[src/rtl/rf_pkg.sv]
// Shared types and defaults for the architectural register file.
package rf_pkg;

    localparam int RF_DATA_WIDTH = 16;
    localparam int RF_ADDR_WIDTH = 5;
    localparam int RF_ZERO_IDX   = 0;

    typedef enum logic {
        RF_CLEAR,
        RF_RUN
    } rf_state_t;

endpackage

[src/rtl/register_file_if.sv]
// Write-back write port, decode read ports and front-end stall.
interface register_file_if
    import rf_pkg::*;
#(
    parameter int DATA_WIDTH = RF_DATA_WIDTH,
    parameter int ADDR_WIDTH = RF_ADDR_WIDTH
);

    logic [ADDR_WIDTH-1:0] WRITE_INDEX_RF;
    logic [DATA_WIDTH-1:0] WRITE_DATA_RF;
    logic                  WRITE_EN_RF;
    logic [ADDR_WIDTH-1:0] READ_INDEX_A;
    logic [ADDR_WIDTH-1:0] READ_INDEX_B;
    logic [DATA_WIDTH-1:0] READ_DATA_A;
    logic [DATA_WIDTH-1:0] READ_DATA_B;
    logic                  BUSY_RF;

    modport master (
        output WRITE_INDEX_RF, WRITE_DATA_RF, WRITE_EN_RF,
        output READ_INDEX_A, READ_INDEX_B,
        input  READ_DATA_A, READ_DATA_B, BUSY_RF
    );

    modport slave (
        input  WRITE_INDEX_RF, WRITE_DATA_RF, WRITE_EN_RF,
        input  READ_INDEX_A, READ_INDEX_B,
        output READ_DATA_A, READ_DATA_B, BUSY_RF
    );

endinterface

[src/rtl/rf_clear_seq.sv]
// Post-reset clear sequencer: zeroes one entry per cycle, then enters RUN.
module rf_clear_seq
    import rf_pkg::*;
#(
    parameter int ADDR_WIDTH = RF_ADDR_WIDTH,
    parameter int NUM_REGS   = 32
) (
    input  logic                  clk,
    input  logic                  rst_n,
    output logic                  busy,
    output logic                  clear_we,
    output logic [ADDR_WIDTH-1:0] clear_idx
);

    localparam logic [ADDR_WIDTH-1:0] LAST_IDX = ADDR_WIDTH'(NUM_REGS - 1);

    rf_state_t             state_q, state_d;
    logic [ADDR_WIDTH-1:0] ptr_q, ptr_d;

    always_ff @(posedge clk) begin
        if (!rst_n) begin
            state_q <= RF_CLEAR;
            ptr_q   <= '0;
        end else begin
            state_q <= state_d;
            ptr_q   <= ptr_d;
        end
    end

    always_comb begin
        state_d = state_q;
        ptr_d   = ptr_q;
        if (state_q == RF_CLEAR) begin
            ptr_d = ptr_q + 1'b1;
            if (ptr_q == LAST_IDX) begin
                state_d = RF_RUN;
            end
        end
    end

    // No clearing write on a reset edge; storage itself is never reset.
    assign busy      = (state_q == RF_CLEAR);
    assign clear_we  = busy && rst_n;
    assign clear_idx = ptr_q;

endmodule

[src/rtl/register_file.sv]
// Two-read one-write register file with R0 hardwired to zero and write bypass.
module register_file
    import rf_pkg::*;
#(
    parameter int DATA_WIDTH = RF_DATA_WIDTH,
    parameter int ADDR_WIDTH = RF_ADDR_WIDTH,
    parameter int NUM_REGS   = 32,
    parameter bit BYPASS_EN  = 1'b1
) (
    input logic            clk,
    input logic            rst_n,
    register_file_if.slave bus
);

    localparam logic [ADDR_WIDTH-1:0] ZERO_IDX = ADDR_WIDTH'(RF_ZERO_IDX);

    logic [DATA_WIDTH-1:0] mem_q [NUM_REGS];

    logic                  busy;
    logic                  clear_we;
    logic [ADDR_WIDTH-1:0] clear_idx;
    logic                  wr_en;
    logic [ADDR_WIDTH-1:0] wr_idx;
    logic [DATA_WIDTH-1:0] wr_data;
    logic                  byp_en;

    rf_clear_seq #(
        .ADDR_WIDTH (ADDR_WIDTH),
        .NUM_REGS   (NUM_REGS)
    ) u_clear_seq (
        .clk       (clk),
        .rst_n     (rst_n),
        .busy      (busy),
        .clear_we  (clear_we),
        .clear_idx (clear_idx)
    );

    always_comb begin
        wr_en   = 1'b0;
        wr_idx  = bus.WRITE_INDEX_RF;
        wr_data = bus.WRITE_DATA_RF;
        if (clear_we) begin
            wr_en   = 1'b1;
            wr_idx  = clear_idx;
            wr_data = '0;
        end else if (!busy && rst_n && bus.WRITE_EN_RF
                     && bus.WRITE_INDEX_RF != ZERO_IDX) begin
            wr_en = 1'b1;
        end
    end

    always_ff @(posedge clk) begin
        if (wr_en) begin
            mem_q[wr_idx] <= wr_data;
        end
    end

    assign byp_en = BYPASS_EN && bus.WRITE_EN_RF;

    function automatic logic [DATA_WIDTH-1:0] rd_mux(
        input logic [ADDR_WIDTH-1:0] idx,
        input logic [DATA_WIDTH-1:0] stored,
        input logic                  clr,
        input logic                  byp,
        input logic [ADDR_WIDTH-1:0] w_idx,
        input logic [DATA_WIDTH-1:0] w_data
    );
        logic [DATA_WIDTH-1:0] r;
        r = stored;
        if (byp && w_idx == idx) r = w_data;
        if (clr || idx == ZERO_IDX) r = '0;
        return r;
    endfunction

    assign bus.READ_DATA_A = rd_mux(bus.READ_INDEX_A,
                                    mem_q[bus.READ_INDEX_A], busy, byp_en,
                                    bus.WRITE_INDEX_RF, bus.WRITE_DATA_RF);
    assign bus.READ_DATA_B = rd_mux(bus.READ_INDEX_B,
                                    mem_q[bus.READ_INDEX_B], busy, byp_en,
                                    bus.WRITE_INDEX_RF, bus.WRITE_DATA_RF);
    assign bus.BUSY_RF     = busy;

endmodule

[src/flat_wrapper.sv]
// flat-port wrapper written by rule: the top's interface ports become plain ports
module register_file_flat import rf_pkg::*;
#(
    parameter int DATA_WIDTH = RF_DATA_WIDTH,
    parameter int ADDR_WIDTH = RF_ADDR_WIDTH,
    parameter int NUM_REGS   = 32,
    parameter bit BYPASS_EN  = 1'b1
)
  (clk, rst_n, bus_WRITE_INDEX_RF, bus_WRITE_DATA_RF, bus_WRITE_EN_RF, bus_READ_INDEX_A, bus_READ_INDEX_B, bus_READ_DATA_A, bus_READ_DATA_B, bus_BUSY_RF);
  register_file_if #(.DATA_WIDTH(DATA_WIDTH), .ADDR_WIDTH(ADDR_WIDTH)) bus_i ();
  input logic clk;
  input logic rst_n;
  input wire logic [$bits(bus_i.WRITE_INDEX_RF)-1:0] bus_WRITE_INDEX_RF;
  input wire logic [$bits(bus_i.WRITE_DATA_RF)-1:0] bus_WRITE_DATA_RF;
  input wire logic [$bits(bus_i.WRITE_EN_RF)-1:0] bus_WRITE_EN_RF;
  input wire logic [$bits(bus_i.READ_INDEX_A)-1:0] bus_READ_INDEX_A;
  input wire logic [$bits(bus_i.READ_INDEX_B)-1:0] bus_READ_INDEX_B;
  output wire logic [$bits(bus_i.READ_DATA_A)-1:0] bus_READ_DATA_A;
  output wire logic [$bits(bus_i.READ_DATA_B)-1:0] bus_READ_DATA_B;
  output wire logic [$bits(bus_i.BUSY_RF)-1:0] bus_BUSY_RF;
  assign bus_i.WRITE_INDEX_RF = bus_WRITE_INDEX_RF;
  assign bus_i.WRITE_DATA_RF = bus_WRITE_DATA_RF;
  assign bus_i.WRITE_EN_RF = bus_WRITE_EN_RF;
  assign bus_i.READ_INDEX_A = bus_READ_INDEX_A;
  assign bus_i.READ_INDEX_B = bus_READ_INDEX_B;
  assign bus_READ_DATA_A = bus_i.READ_DATA_A;
  assign bus_READ_DATA_B = bus_i.READ_DATA_B;
  assign bus_BUSY_RF = bus_i.BUSY_RF;
  register_file #(.DATA_WIDTH(DATA_WIDTH), .ADDR_WIDTH(ADDR_WIDTH), .NUM_REGS(NUM_REGS), .BYPASS_EN(BYPASS_EN)) u_core (.clk(clk), .rst_n(rst_n), .bus(bus_i));
endmodule
[config.mk]
export PLATFORM = sky130hd
export DESIGN_NAME = register_file_flat
export DESIGN_NICKNAME = d
export VERILOG_FILES = /design/src/rtl/rf_pkg.sv /design/src/rtl/register_file_if.sv /design/src/rtl/rf_clear_seq.sv /design/src/rtl/register_file.sv /design/src/flat_wrapper.sv
export SDC_FILE = /design/constraint.sdc
export NUM_CORES = 1
export LEC_CHECK = 0
export CELL_PAD_IN_SITES_DETAIL_PLACEMENT = 1
export CELL_PAD_IN_SITES_GLOBAL_PLACEMENT = 2
export CORE_MARGIN = 2
export CORE_UTILIZATION = 44
export CTS_CLUSTER_DIAMETER = 100
export DETAILED_ROUTE_END_ITERATION = 8
export GPL_TIMING_DRIVEN = 1
export PLACE_DENSITY_LB_ADDON = 0.1
export RECOVER_POWER = 25
export SYNTH_ARGS = -nofsm -noshare
export SYNTH_HDL_FRONTEND = slang
export SYNTH_SLANG_ARGS = --single-unit
[constraint.sdc]
create_clock -name clk -period 2.9 [get_ports clk]
set_input_delay 0.29 -clock clk [delete_from_list [all_inputs] [get_ports clk]]
set_output_delay 0.29 -clock clk [all_outputs]
set_load 0.01 [all_outputs]
After elaboration in Yosys (flattened, before gate mapping)
Memory sizes are Yosys's and may differ from the RTL's.
Cells that the tools add are included.
{"block": "word_totals", "ff_bits": 6, "memories": 1, "mem_bits_rw": 512, "wordCells": 31, "output_inout_bits": 33, "input_bits": 34}
{"memory": "u_core.mem_q", "words": 32, "word_bits": 16, "read_ports": 2, "rd_ports_with_merged_regs": 0, "write_ports": 1, "line": "register_file.sv:17", "source": "logic [DATA_WIDTH-1:0] mem_q [NUM_REGS];"}
{"block": "op_classes", "n_addsub": 1, "n_bitwise": 1, "n_eq_ne": 3, "muxes": 12, "n_reduce_logical": 11}
{"cell": "two-way mux 16 bit", "n": 5}
{"cell": "== test 5 bit", "n": 2}
{"cell": "zero test 5 bit", "n": 2}
{"cell": "logical AND 1 bit", "n": 6}
{"cell": "two-way mux 1 bit", "n": 6}
{"cell": "adder 5 x 1 -> 5 bit (second input constant)", "n": 1}
{"cell": "== test 5 bit (second input constant)", "n": 1}
{"cell": "two-way mux 5 bit", "n": 1}
{"cell": "nonzero test 5 bit", "n": 1}
{"cell": "logical OR 1 bit", "n": 2}
{"cell": "NOT 1 bit", "n": 1}

Longest topological paths before layout
Gate-level depths: netlist of the first run.
{"block": "logic_depth", "word_depth": 7, "mapped_depth": 9, "ltp_nobuf": 5}

Hierarchy
A second synthesis of the first run with hierarchy kept.
{"block": "hier_totals", "cells_unflattened": 1308, "hier_area_um2": 24527.3}
{"mod": "register_file", "area_per_inst_um2": 24238.2, "seq_area_each_um2": 15374.7, "cells_per_inst": 1283, "instances": 1}
{"mod": "rf_clear_seq", "area_per_inst_um2": 289.0, "seq_area_each_um2": 120.1, "cells_per_inst": 25, "instances": 1}

Least setup slack after synthesis of the first run
Ideal clock, no wire load.
{"block": "synth_timing", "path_type": "register -> register", "from": "reg u_core.u_clear_seq.state_q", "to": "mem u_core.mem_q[10][0] (netlist bit), enable pin", "required_time_ns": 2.512, "n_path_buf": 2, "arrival_ns": 2.357, "setup_ns": 0.388, "setup_slack_ns": 0.154, "path_stages_with_launch": 8, "period_less_slack_ns": 2.746, "path_cell_list": "dfxtp_1 > buf_2 > nand2b_1 > clkbuf_1 > mux2i_1 > nor2b_1 > nand2_1 > nor2_1"}
{"block": "synth_between", "elab_chain_len": 7, "word_cells_on_any_way": 10, "classes_between": "5 x mux; 1 x bitwise; 4 x reduce/logical"}
{"element": "start: declaration", "line": "rf_clear_seq.sv:17", "source": "rf_state_t state_q, state_d;"}
{"element": "start signal: assignment", "line": "rf_clear_seq.sv:25", "source": "state_q <= state_d;"}
{"element": "logical AND 1 bit (2 in a row)", "line": "register_file.sv:46", "source": "end else if (!busy && rst_n && bus.WRITE_EN_RF"}
{"element": "logical AND 1 bit", "line": "register_file.sv:47", "source": "&& bus.WRITE_INDEX_RF != ZERO_IDX) begin"}
{"element": "two-way mux 1 bit", "line": "register_file.sv:46"}
{"element": "two-way mux 1 bit", "line": "register_file.sv:42", "source": "if (clear_we) begin"}
{"element": "two-way mux 1 bit", "line": "register_file.sv:53", "source": "if (wr_en) begin"}
{"element": "two-way mux 1 bit (implied by the code)", "line": "register_file.sv:54", "source": "mem_q[wr_idx] <= wr_data;"}
{"element": "end: declaration", "line": "register_file.sv:17"}
Several ways; a longest one is shown, not always the timed one.

==> results by group, run 1 <==
Synthesis
  – Count leader, synth: edfxtp_1
  – Largest family of logic cells by synthesized area: multiplexers
  – Post-synth EDFFs: 512
  – Post-synthesis compound-gate area fraction: 5.717%
  – Synth Area in XOR/XNOR: 0.4239%
  – Synth unique cells: 56
  – Syn Nets: 1389
  – Synthesized instance count: 1353
  – Synth Flop Type: edfxtp_1
  – Avg Inst Size Synth: 18.33 µm²
  – Seq/Total Area, Yosys: 62.49%
  – Multiplexer area fraction after synthesis: 24.21%
  – Synth Area in Simple Gates: 4.415%
  – FF+latch count, synth: 518
  – Synth top area share: 62.01%
  – Post-synth ARST share: 0%
  – Synthesized-area fraction occupied by adder cells: 0.1009%
  – Biggest area consumer among synthesized cells: edfxtp_1
  – Yosys Warn Count: 0
  – Area of the mapped netlist: 0.02480 mm²
  – Leading post-synthesis cells by cell area: edfxtp_1 62%, mux4_2 20%, mux2i_1 2.5%
  – Synth cell count leaders: 512 x edfxtp_1, 225 x mux4_2, 82 x nor2_1

Timing
  – Slew of the pin with the lowest slew margin: 1311 ps
  – Setup Viol. Count Final: 0
  – Max Freq: 0.3532 GHz
  – Fin Clk Skew: 22.87 ps
  – Final TNS setup: 0 ps
  – Min Tclk post-route: 2831 ps
  – Min Hold Slack: 459.6 ps
  – Slew headroom: 12.59%
  – Final Max Slew Viols: 0
  – Fin crit share: 97.62%
  – RSZ-0062 raised after global routing: true
  – Count of final hold-check violations: 0

Setup path
  – Crit end category: output pin
  – Critical Path Start: u_core.mem_q[28][15]
  – Setup crit end: bus_READ_DATA_B[15]
  – CP Launch Type: register
  – Worst path arrival time: 2540 ps
  – CP Class: register to output pin
  – CP required: 2610 ps
  – Reg2reg start: u_core.u_clear_seq.state_q
  – CP max FO: 2
  – Reg2reg path depth: 6
  – R2R Setup Slk: 130 ps
  – Worst R2R End: u_core.mem_q[31][3]

Drt
  – Post-route ant nets: 0
  – Vias: 15270
  – DR iter-0 viols: 1531
  – Routed WL: 83.29 mm
  – WL/cell: 34.35 µm
  – Drt first pass iters: 5
  – Residual DRC: 0
  – Vias per cell: 6.296

Pwr
  – Pwr Total: 16.75 mW
  – VDD IR max: 555.9 µV
  – Leak Pwr: 10.16 nW
  – Cell area power density: 552.8 mW/mm²

Die
  – Die Wd: 241.4 µm
  – Die ar.: 0.05827 mm²
  – Initial Utilization: 44.23%
  – Die span in y: 241.4 µm
  – IO Pins: 67
  – Core Area: 0.05606 mm²
  – Row count: 87

Clock network
  – CTS tree: yes
  – Sink Count: 518
  – Reg clk slew, reported paths: 60 ps
  – Clk buf depth: 3
  – CTS Buf Count: 56
  – H-tree lvl count: 2
  – Clock root buffer: clkbuf_16
  – Clock latency on the worst-skew pair: 620 ps

Finish
  – Non-Filler Instances: 2425
  – Area grow syn2layout: 22.19%
  – FILL cells: 5004
  – # diodes: 0
  – Final #Nets: 1665
  – Share of layout cells above drive strength 1: 40.50%

Outcome
  – Status: complete, no violations

Flow run
  – Maxcap violations: 0

Place
  – Dpl cells: 2323
  – IO buf count: 66
  – Final HPWL DP: 56.48 mm
  – Gpl congestion: 0.8357

Global route
  – Largest net degree at the start of global routing: 33
  – Initial antenna violation count: 0
  – Vias in the first global route: 16270
  – Total GRT Usage: 29.41%
  – Global-route wire length before repair: 119.4 mm
  – Total grt overflow: 0

Hold path
  – Hold WC Path Type: input pin to register
worst max-delay path: stages, from the launching register on:
cell and delay [ps]:
edfxtp_1 390, mux4_2 490, mux2_4 320, a221oi_4 280, buf_6 150, a21o_1 90, o21ai_1 60, buf_2 140
cell type report:
type	instances	area [µm²]	area share, %
clock buffers	71	1479	4.881
clock inverters	27	210.2	0.6938
inverters	4	15.01	0.04956
multi-input cells	724	9005	29.72
flip-flops and latches	518	15500	51.15
well taps	756	945.9	3.122
repair buffers	325	3147	10.39
cells by family (layout without fill, tap and decap cells):
kind of cell,Yosys count,count (layout)
AOI/OAI and AO/OA,176,176
xor gates and xnor gates,12,12
adders and majority gates,2,2
buffers and inverters,111,427
DFF,518,518
muxes,315,315
and+or+nand+nor,219,219
placed cells by master (no fill, tap or decap), drive strengths merged, types with 8 or more instances in the layout:
cell type / n
xnor2: 8
nand2: 32
edfxtp: 512
a21oi: 24
mux2i: 62
nand3: 14
a22oi: 23
clkinv: 22
nand2b: 8
dlygate4sd2: 10
buf: 249
o21ai: 12
mux2: 28
nor3: 11
clkdlybuf4s50: 25
and2: 19
o221ai: 13
or3: 18
mux4: 225
clkbuf: 105
a2111oi: 19
o22ai: 52
nor2: 92
power breakdown:
| group | switching [mW] | total [mW] | leakage, nW | internal (mW) |
|---|---|---|---|---|
| clock | 2.94 | 6.78 | 0.825 | 3.84 |
| sequential | 0.0302 | 8.34 | 4.73 | 8.31 |
| combinational | 0.900 | 1.63 | 4.60 | 0.733 |
state kept, by name (all words and copies together) (netlist names):
register,cells
u_core.mem_q,512
u_core.u_clear_seq.clear_idx,5
u_core.u_clear_seq.state_q,1
worst min-delay path by stage:
stage | start | to | slack (ps) | depth (start not counted)
2_1_floorplan | u_core.u_clear_seq.clear_idx[0] | u_core.u_clear_seq.clear_idx[0] | 470 | 2
3_3_place_gp | u_core.u_clear_seq.clear_idx[0] | u_core.u_clear_seq.clear_idx[0] | 480 | 2
3_5_place_dp | u_core.u_clear_seq.clear_idx[0] | u_core.u_clear_seq.clear_idx[0] | 520 | 2
4_1_cts | rst_n | u_core.u_clear_seq.state_q | 460 | 3
5_1_grt | rst_n | u_core.u_clear_seq.state_q | 490 | 3
6_report | rst_n | u_core.u_clear_seq.state_q | 460 | 3
layer usage:
layer | track usage, % | wire length, µm | vias to the layer above
met5 | 0 | 0 | -
met4 | 9.353 | 2820 | 0
met3 | 4.888 | 5615 | 142
met2 | 49.21 | 41260 | 654
met1 | 39.55 | 33590 | 8194
li1 | - | - | 6279
through the flow:
step	utilization, %	worst slack [ps]	cell area (µm²)
floorplan	-	154.3	24800
global placement	50.92	-360.8	28540
detailed placement	50.92	-362.9	28540
CTS	54.31	-23.53	30450
global route	54.05	-41.87	30300
finish	54.05	68.89	30300
timing repair:
action                     in CTS  in global routing
resized for setup             131                 25
pin swaps                      29                 11
hold buffers                    0                  0
gates cloned                    0                  0
setup buffers                   2                  2
setup endpoints to repair      32                 19
Power figures use the tool's default switching activity.
==> run 2, diff against run 1 <==
SYNTH_HIERARCHICAL = 1   (was not set)
==> results by group, run 2 <==
Finish
  – Most frequent cells in the layout: 512 x edfxtp_1, 254 x mux4_2, 137 x buf_4, 68 x buf_12, 60 x o22ai_1
  – Max FFs per register: 512
  – Share of layout cells above drive strength 1: 43.19%
  – Finished Core Util: 55.06%
  – Commonest non-fill, non-tap cell in the layout: edfxtp_1
  – Register bank with the most flops: u_core/mem_q
  – Area grow syn2layout: 23.67%
  – Final #Nets: 1583

Synthesis
  – Post-synth EDFFs: 512
  – Syn Nets: 1344
  – Count leader, synth: edfxtp_1
  – FF+latch count, synth: 518
  – Yosys Warn Count: 6
  – Synth unique cells: 49
  – Post-synth ARST share: 0%
  – Seq/Total Area, Yosys: 63.17%
  – Leading post-synthesis cells by cell area: edfxtp_1 63%, mux4_2 23%, o22ai_1 1.6%
  – Avg Inst Size Synth: 18.75 µm²
  – Area of the mapped netlist: 0.02453 mm²
  – Synth cell count leaders: 512 x edfxtp_1, 254 x mux4_2, 82 x nor2_1
  – Biggest area consumer among synthesized cells: edfxtp_1
  – Synthesized instance count: 1308
  – Synth top area share: 62.68%
  – Synth Flop Type: edfxtp_1

Timing
  – Count of final hold-check violations: 0
  – Min Hold Slack: 399.5 ps
  – Final Max Slew Viols: 0
  – Setup Viol. Count Final: 1
  – Max Freq: 0.3447 GHz
  – Fin Clk Skew: 16.22 ps
  – Fin crit share: 100.0%
  – Min Tclk post-route: 2901 ps
  – RSZ-0062 raised after global routing: true
  – Slew of the pin with the lowest slew margin: 1342 ps
  – Slew headroom: 10.15%
  – Post-route setup slack: -1.132 ps

Die
  – Die Wd: 240.1 µm
  – Core Area: 0.05509 mm²
  – Die ar.: 0.05765 mm²
  – IO Pins: 67
  – Row count: 86
  – Initial Utilization: 44.52%
  – Die span in y: 240.1 µm

Hold path
  – Hold Path Origin: rst_n
  – Hold depth: 3
  – Hold Crit Endpoint: u_core/u_clear_seq/state_q
  – Hold WC Path Type: input pin to register

Global route
  – GR Layer Usage met3: 6.475%
  – Met1 Use GR: 37.18%
  – Total GRT Usage: 26.88%
  – Met2 Usage GRT: 42.33%
  – Initial antenna violation count: 5
  – Global-route wire length before repair: 108.6 mm
  – Largest net degree at the start of global routing: 37
  – Vias in the first global route: 15320
  – GR peak layer: met2
  – Total grt overflow: 0

Outcome
  – Status: complete, but fails checks
  – Failing checks: setup timing

Clock network
  – Reg clk slew, reported paths: 60 ps
  – H-tree lvl count: 2
  – Clk buf depth: 3
  – CTS tree: yes
  – Clock latency on the worst-skew pair: 630 ps
  – Hold Buf Count CTS: 0
  – Clock root buffer: clkbuf_16
  – CTS Buf Count: 56
  – Sink Count: 518

Setup path
  – R2R Setup Slk: 170 ps
  – Crit end category: output pin
  – CP max FO: 2
  – Worst R2R End: u_core/mem_q[20][3]
  – Critical Path Start: u_core/mem_q[6][14]
  – Worst path arrival time: 2610 ps
  – CP Launch Type: register
  – Reg2reg path depth: 4
  – Reg2reg start: u_core/u_clear_seq/state_q
  – CP required: 2610 ps
  – CP Class: register to output pin

Drt
  – Residual DRC: 0
  – Routed WL: 75.03 mm
  – Vias per cell: 6.166
  – WL/cell: 32.04 µm
  – Drt first pass iters: 4
  – Vias: 14440
  – DR iter-0 viols: 1303
  – Post-route ant nets: 0

Pwr
  – Cell area power density: 553.6 mW/mm²
  – VDD IR max: 574.0 µV
  – Leak Pwr: 9.876 nW

Place
  – IO buf count: 66
  – Gpl congestion: 0.8384
  – Final HPWL DP: 51.05 mm

Flow run
  – Maxcap violations: 0
[run 2: cell types whose count changed after synthesis, sizes merged, moves of 18 or more]
cell,delta
nor2b,+43
mux4,+29
mux2i,-25
a22oi,-23
mux2,-20
or3,-18
[run 2: worst max-delay path, stage by stage (launching register included)]
cell      delay [ps]
edfxtp_1         420
mux4_2           530
mux4_2           490
mux2i_2          200
nand2_1           80
o211a_1          140
buf_6            120
[run 2: through the flow]
stage          setup TNS, ps  worst slack, ps  cell area (µm²)  std cells  power [mW]
2_1_floorplan              0            291.7            24530       1308       9.337
3_3_place_gp          -10800           -653.0            28140       2234       10.03
3_5_place_dp          -10960           -671.9            28140       2234       10.05
4_1_cts               -19.06           -10.57            30360       2341       16.91
5_1_grt               -734.8           -51.95            30330       2341       17.29
6_report              -1.132           -1.132            30330       2342       16.79
[run 2: final cells by class]
class / instances / area (µm²)
diodes: 1 / 2.502
inverters: 7 / 28.78
multi-input cells: 683 / 9094
fillers: 4930 / 24760
clock buffers: 65 / 1435
well taps: 748 / 935.9
flip-flops and latches: 518 / 15500
repair buffers: 281 / 3032
clock inverters: 39 / 309.0
[run 2: kinds of logic after synthesis]
group / Yosys count / synth area share, %
flops: 518 / 63.17
mux: 299 / 25.20
simple gates: 215 / 4.341
compound gates: 154 / 4.397
buf+inv: 107 / 2.321
xor+xnor: 13 / 0.4642
fa+ha+maj: 2 / 0.1020
[run 2: worst max-delay path by stage]
stage | to | cells after the start | slack (ps)
2_1_floorplan | u_core/mem_q[0][0] | 6 | 290
3_3_place_gp | bus_READ_DATA_B[11] | 9 | -650
3_5_place_dp | bus_READ_DATA_B[12] | 9 | -670
4_1_cts | bus_READ_DATA_A[14] | 6 | -10
5_1_grt | bus_READ_DATA_A[14] | 6 | -50
6_report | bus_READ_DATA_A[14] | 6 | -1
[run 2: report_power, final]
group          internal [mW]  switching [mW]
clock network           3.89            2.95
registers               8.30          0.0301
logic                  0.742           0.869
[run 2: repair_timing]
action | in CTS | in global routing
pin swaps | 34 | 31
buffers inserted | 2 | 1
cloned | 1 | 0
endpoints found under the setup margin | 32 | 30
gates resized for setup | 165 | 47
[run 2: layer usage]
layer	wire (µm)	share of wire (%)
met5	41	0.055
met4	2259	3.0
met3	5588	7.4
met2	36030	48
met1	31110	41
